**config.mk**
```make
export PLATFORM = sky130hd
export DESIGN_NAME = ram_req_scheduler
export DESIGN_NICKNAME = d
export VERILOG_FILES = /design/src/rtl/ram_req_scheduler.sv
export SDC_FILE = /design/constraint.sdc
export NUM_CORES = 1
export LEC_CHECK = 0
export CORE_UTILIZATION = 25
export DETAILED_ROUTE_END_ITERATION = 8
export HOLD_SLACK_MARGIN = 0.1
export MAX_ROUTING_LAYER = met4
export SLEW_MARGIN = 5
export SYNTH_ARGS = -nofsm -noshare
export SYNTH_HDL_FRONTEND = slang
export SYNTH_SLANG_ARGS = --single-unit
```
**constraint.sdc**
```tcl
create_clock -name clk -period 2.79 [get_ports clk]
set_clock_uncertainty 0.1 [all_clocks]
set_input_delay 0.558 -clock clk [delete_from_list [all_inputs] [get_ports clk]]
set_output_delay 0.558 -clock clk [all_outputs]
set_load 0.005 [all_outputs]
```
**src/rtl/ram_req_scheduler.sv**
```systemverilog
// Memory-side request scheduler: queues NoC read/write requests in a small FIFO, runs them
// one at a time on a single-port synchronous RAM and returns one response per valid request.
module ram_req_scheduler #(
  parameter int unsigned      WIDTH        = 8,
  parameter int unsigned      ADDR_WIDTH   = 7,
  parameter int unsigned      N            = 16,
  parameter int unsigned      N_ADDR_WIDTH = $clog2(N),
  parameter int unsigned      NODE         = 0,
  parameter int unsigned      FIFO_DEPTH   = 4,
  parameter logic [WIDTH-1:0] ACK_WORD     = {1'b1, {(WIDTH-1){1'b0}}},
  parameter int unsigned      PACKED_IN    = WIDTH + ADDR_WIDTH + N_ADDR_WIDTH + 2,
  parameter int unsigned      PACKED_OUT   = WIDTH + N_ADDR_WIDTH
) (
  input  logic                    clk,
  input  logic                    rst,
  input  logic [PACKED_IN-1:0]    i_packed_in,
  input  logic                    i_valid_in,
  output logic                    i_ready_out,
  output logic [PACKED_OUT-1:0]   o_packed_out,
  output logic [N_ADDR_WIDTH-1:0] o_dest_out,
  output logic                    o_valid_out,
  input  logic                    o_ready_in,
  output logic                    mem_en,
  output logic                    mem_we,
  output logic [ADDR_WIDTH-1:0]   mem_addr,
  output logic [WIDTH-1:0]        mem_wdata,
  input  logic [WIDTH-1:0]        mem_rdata,
  output logic [7:0]              err_count
);

  localparam int unsigned PTR_W    = $clog2(FIFO_DEPTH) + 1;
  localparam int unsigned IDX_W    = PTR_W - 1;
  localparam int unsigned RE_BIT   = N_ADDR_WIDTH;
  localparam int unsigned WE_BIT   = N_ADDR_WIDTH + 1;
  localparam int unsigned ADDR_LSB = N_ADDR_WIDTH + 2;
  localparam int unsigned DATA_LSB = ADDR_LSB + ADDR_WIDTH;

  localparam logic [N_ADDR_WIDTH-1:0] NODE_ID = N_ADDR_WIDTH'(NODE);

  typedef enum logic [1:0] {StIdle, StIssue, StWait, StResp} state_e;

  // Request FIFO
  logic [PACKED_IN-1:0] fifo_mem [FIFO_DEPTH];
  logic [PTR_W-1:0]     wr_ptr_q, wr_ptr_d;
  logic [PTR_W-1:0]     rd_ptr_q, rd_ptr_d;
  logic                 ready_q, ready_d;
  logic                 fifo_empty, full_d;
  logic                 push, pop;
  logic [PACKED_IN-1:0] head;

  // Service state
  state_e                  state_q, state_d;
  logic [WIDTH-1:0]        req_data_q, req_data_d;
  logic [ADDR_WIDTH-1:0]   req_addr_q, req_addr_d;
  logic                    req_we_q, req_we_d;
  logic [N_ADDR_WIDTH-1:0] req_src_q, req_src_d;
  logic [PACKED_OUT-1:0]   out_pk_q, out_pk_d;
  logic [N_ADDR_WIDTH-1:0] dest_q, dest_d;
  logic                    valid_q, valid_d;
  logic [7:0]              err_q, err_d;
  logic                    head_ok;

  assign fifo_empty = (wr_ptr_q == rd_ptr_q);
  assign head       = fifo_mem[rd_ptr_q[IDX_W-1:0]];
  assign head_ok    = head[WE_BIT] ^ head[RE_BIT];

  // ready_q is only ever 1 when the FIFO has room, so push needs no separate full check
  assign push = i_valid_in && ready_q;
  assign pop  = (state_q == StIdle) && !fifo_empty;

  always_comb begin
    wr_ptr_d = wr_ptr_q + PTR_W'(push);
    rd_ptr_d = rd_ptr_q + PTR_W'(pop);
    full_d   = (wr_ptr_d[PTR_W-1] != rd_ptr_d[PTR_W-1]) &&
               (wr_ptr_d[IDX_W-1:0] == rd_ptr_d[IDX_W-1:0]);
    ready_d  = !full_d;
  end

  always_ff @(posedge clk) begin
    if (push) begin
      fifo_mem[wr_ptr_q[IDX_W-1:0]] <= i_packed_in;
    end
  end

  always_ff @(posedge clk or negedge rst) begin
    if (!rst) begin
      wr_ptr_q <= '0;
      rd_ptr_q <= '0;
      ready_q  <= 1'b0;
    end else begin
      wr_ptr_q <= wr_ptr_d;
      rd_ptr_q <= rd_ptr_d;
      ready_q  <= ready_d;
    end
  end

  always_comb begin
    state_d    = state_q;
    req_data_d = req_data_q;
    req_addr_d = req_addr_q;
    req_we_d   = req_we_q;
    req_src_d  = req_src_q;
    out_pk_d   = out_pk_q;
    dest_d     = dest_q;
    valid_d    = valid_q;
    err_d      = err_q;

    unique case (state_q)
      StIdle: begin
        if (!fifo_empty) begin
          req_data_d = head[DATA_LSB +: WIDTH];
          req_addr_d = head[ADDR_LSB +: ADDR_WIDTH];
          req_we_d   = head[WE_BIT];
          req_src_d  = head[N_ADDR_WIDTH-1:0];
          if (head_ok) begin
            state_d = StIssue;
          end else if (err_q != 8'hff) begin
            // Malformed request (both or neither enable set): dropped without a response
            err_d = err_q + 8'd1;
          end
        end
      end
      StIssue: begin
        state_d = StWait;
      end
      StWait: begin
        out_pk_d = {(req_we_q ? ACK_WORD : mem_rdata), NODE_ID};
        dest_d   = req_src_q;
        valid_d  = 1'b1;
        state_d  = StResp;
      end
      StResp: begin
        if (o_ready_in) begin
          valid_d = 1'b0;
          state_d = StIdle;
        end
      end
      default: begin
        state_d = StIdle;
      end
    endcase
  end

  always_ff @(posedge clk or negedge rst) begin
    if (!rst) begin
      state_q    <= StIdle;
      req_data_q <= '0;
      req_addr_q <= '0;
      req_we_q   <= 1'b0;
      req_src_q  <= '0;
      out_pk_q   <= '0;
      dest_q     <= '0;
      valid_q    <= 1'b0;
      err_q      <= '0;
    end else begin
      state_q    <= state_d;
      req_data_q <= req_data_d;
      req_addr_q <= req_addr_d;
      req_we_q   <= req_we_d;
      req_src_q  <= req_src_d;
      out_pk_q   <= out_pk_d;
      dest_q     <= dest_d;
      valid_q    <= valid_d;
      err_q      <= err_d;
    end
  end

  assign mem_en    = (state_q == StIssue);
  assign mem_we    = mem_en && req_we_q;
  assign mem_addr  = req_addr_q;
  assign mem_wdata = req_data_q;

  assign i_ready_out  = ready_q;
  assign o_packed_out = out_pk_q;
  assign o_dest_out   = dest_q;
  assign o_valid_out  = valid_q;
  assign err_count    = err_q;

endmodule

```
==> results.txt <==
outcome -> complete, no violations
critical path arrival -> 1.81 ns
antenna-violating nets left -> 0
placed cells -> 631
P_leak -> 2.55 nW
FP Rows -> 52
R2R setup slack -> 0.49 ns
setup TNS -> 0 ns
routed wire length -> 10400 um
Fin. Hold Viols -> 0
Critical R2R Capture -> i_ready_out$_DFF_PN0_
area share of the largest cell type after synthesis -> 47.5%
CP Data Required Time -> 2.13 ns
CP top delay family -> buffers and inverters
Worst Setup Slack post-DPL -> 0.179 ns
Internal Power -> 5.56 mW
Placer Congestion -> 0.706
top post-synthesis cells by area -> edfxtp_1 (48%), dfrtp_1 (24%), mux4_2 (8.9%)
Slew HR -> 38.9%
switching power -> 2.30 mW
Die Footprint -> 21800 um2
Synth Instances -> 289
Total Nets Final -> 422
largest net degree at the start of global routing -> 37
Port Buffers -> 71
worst setup margin -> 0.324 ns
CP max stage delay -> 0.49 ns
R2R depth -> 10
Gate power share -> 31.8%
diode count -> 0
Initial DRT Pass Iterations -> 4
Iteration-0 DRC Markers -> 159
#FFs+latches synth -> 134
Final HPWL DP -> 6620 um
number of cells on the critical path -> 4
Mapped Avg Cell Area -> 18.4 um2
sw frac -> 29.3%
Critical Path, Cell by Cell -> inv_1, ha_1, and2_1, clkdlybuf4s50_1
PwrDens -> 1120 nW/um2
clock buffer depth -> 2
Reg clk slew, reported paths -> 0.06 ns
Slew Limit Fails -> 0
Clk pwr share -> 29.6%
post-CTS setup buffers -> 0
cts repair resizes -> 0
cts bufs inserted -> 17
Final Cell Area -> 7010 um2
Max Fanout on Critical Path -> 5
fin util -> 34.2%
hold crit path type -> primary input to asynchronous set/reset pin
GRT Residual Overflow -> 0
Worst setup EP type -> primary output
number of global-route vias before repair -> 2954
Vias per Instance -> 4.18
wire length per cell -> 15.7 um
max_cap viols -> 0
# DRC -> 0
clock sinks -> 134
CP bufs+invs -> 2
cell area after synthesis -> 5310 um2
Post-Layout Cell Count -> 663
share of post-route cells with drive strength above 1 -> 20.4%
post-layout min period -> 2.47 ns
routed vias -> 2770
first-pass GRT wire length -> 16500 um
top sig layer -> met4
Fmax -> 405 MHz
die width -> 148 um
WS Path Type -> flip-flop to primary output
final worst path period share -> 88.4%
Setup violations, final -> 0
M1 wire length -> 4500 um
slowest CP cell -> clkdlybuf4s50_1
clock latency on the worst-skew pair -> 0.42 ns
worst r2r src -> state_q[1]$_DFFE_PN0P_
Chip Height -> 148 um
Worst Max-Slew Pin Slew -> 0.917 ns
Ports -> 76
Sequential Power Share -> 38.6%
met3 WL -> 533 um
GR Util All Layers -> 10.7%
Root Driver -> clkbuf_16
critical path startpoint category -> flip-flop
area leader, netlist -> edfxtp_1
Initial Utilization -> 25.9%
Core Region -> 20500 um2
unrepaired setup endpoints after global routing -> false
VDD IR max -> 0.527 mV
metal2 WL -> 5210 um
sequential area share after synthesis -> 71.1%
synth unique cells -> 35
Layout area overhead -> 32.1%
initial antenna violation count -> 0
cts hold-fix bufs -> 0
H-tree depth -> 4
placed inst area -> 6400 um2
Syn. warnings -> 0
CTS tree -> yes
[how the worst max path moves through the flow]
stage	start	end	slack [ns]
floorplan	i_valid_in	fifo_mem[2][0]$_DFFE_PP_	-0.008
global placement	i_valid_in	i_ready_out$_DFF_PN0_	0.29
detailed placement	i_valid_in	i_ready_out$_DFF_PN0_	0.18
CTS	state_q[1]$_DFFE_PN0P_	mem_we	0.30
global route	state_q[1]$_DFFE_PN0P_	mem_we	0.22
finish	state_q[1]$_DFFE_PN0P_	mem_we	0.32
[sequential cells by signal (all words and copies together), names as in the netlist]
register      count
i_ready_out       1
rd_ptr_q          3
o_packed_out      8
fifo_mem         84
err_count         8
mem_wdata         8
req_src_q         4
req_we_q          1
wr_ptr_q          3
o_valid_out       1
o_dest_out        4
mem_addr          7
state_q           2
[per-stage QoR]
stage                     hold slack, ns  power [mW]
final                              0.183        7.86
after global routing               0.253        8.33
after CTS                          0.208        8.00
after detailed placement           0.378        5.64
after global placement             0.369        5.56
after floorplan                    0.162        4.55
[cells in the mapped netlist]
library cell and number:
mux4_2 21, o311ai_1 1, o21ai_0 7, nor2_1 5, conb_1 1, nor3_2 2, a211oi_1 2, mux2_1 22
xor2_4 1, xor2_1 11, nand2_1 6, buf_4 4, buf_2 5, nor4_2 3, clkbuf_1 4, or3_1 1
a31o_1 1, inv_1 14, mux2_2 4, dfrtp_1 50, nor4b_2 3, nand3_1 3, edfxtp_1 84, and2_1 1
o22ai_1 1, nor3b_1 2, nand3b_1 7, a311o_1 1, ha_1 9, nor2b_1 1, nor3_1 4, and3_1 1
a21oi_1 2, inv_2 1, xnor2_1 4
[kinds of logic after synthesis]
kind of cell / after synthesis / share of synthesized area, %
flops: 134 / 71.1
mux: 47 / 14.4
simple gates: 39 / 5.12
buf+inv: 28 / 2.38
xor+xnor: 16 / 2.99
compound gates: 15 / 1.77
fa+ha+maj: 9 / 2.12
other cells: 1 / 0.0707
[area by class of cell]
| class | count | area (um2) |
|---|---|---|
| fillers | 1984 | 13500 |
| flip-flops and latches | 134 | 3770 |
| multi-input cells | 130 | 1440 |
| repair buffers | 82 | 788 |
| clock buffers | 20 | 437 |
| well taps | 270 | 338 |
| clock inverters | 12 | 176 |
| inverters | 15 | 56.3 |
[routing by layer]
metal / vias to the layer above / GRT usage (%)
met5: - / -
met4: 0 / 4.18
met3: 12 / 3.58
met2: 76 / 17.1
met1: 1412 / 12.4
li1: 1270 / -
[power groups by stage]
stage	Combinational, mW	Clock, mW	Sequential [mW]
floorplan	1.54	0	3.01
global route	2.74	2.47	3.11
CTS	2.57	2.38	3.05
finish	2.50	2.33	3.04
global placement	2.50	0	3.05
detailed placement	2.55	0	3.08
[cell usage in the layout, fill, tap and decap left out, types with 4 or more instances in the layout]
master | synthesis | layout
dfrtp_1 | 50 | 49
nand2_1 | 6 | 6
xnor2_1 | 4 | 4
o21ai_0 | 7 | 7
mux2_1 | 22 | 22
mux4_2 | 21 | 21
ha_1 | 9 | 9
inv_1 | 14 | 14
mux2_2 | 4 | 4
xor2_1 | 11 | 11
bufinv_16 | 0 | 4
buf_4 | 4 | 11
edfxtp_1 | 84 | 84
nand3b_1 | 7 | 7
clkbuf_16 | 0 | 17
clkdlybuf4s50_1 | 0 | 70
nor2_1 | 5 | 5
conb_1 | 1 | 4
Note: power is estimated with default switching activity, not from simulation.
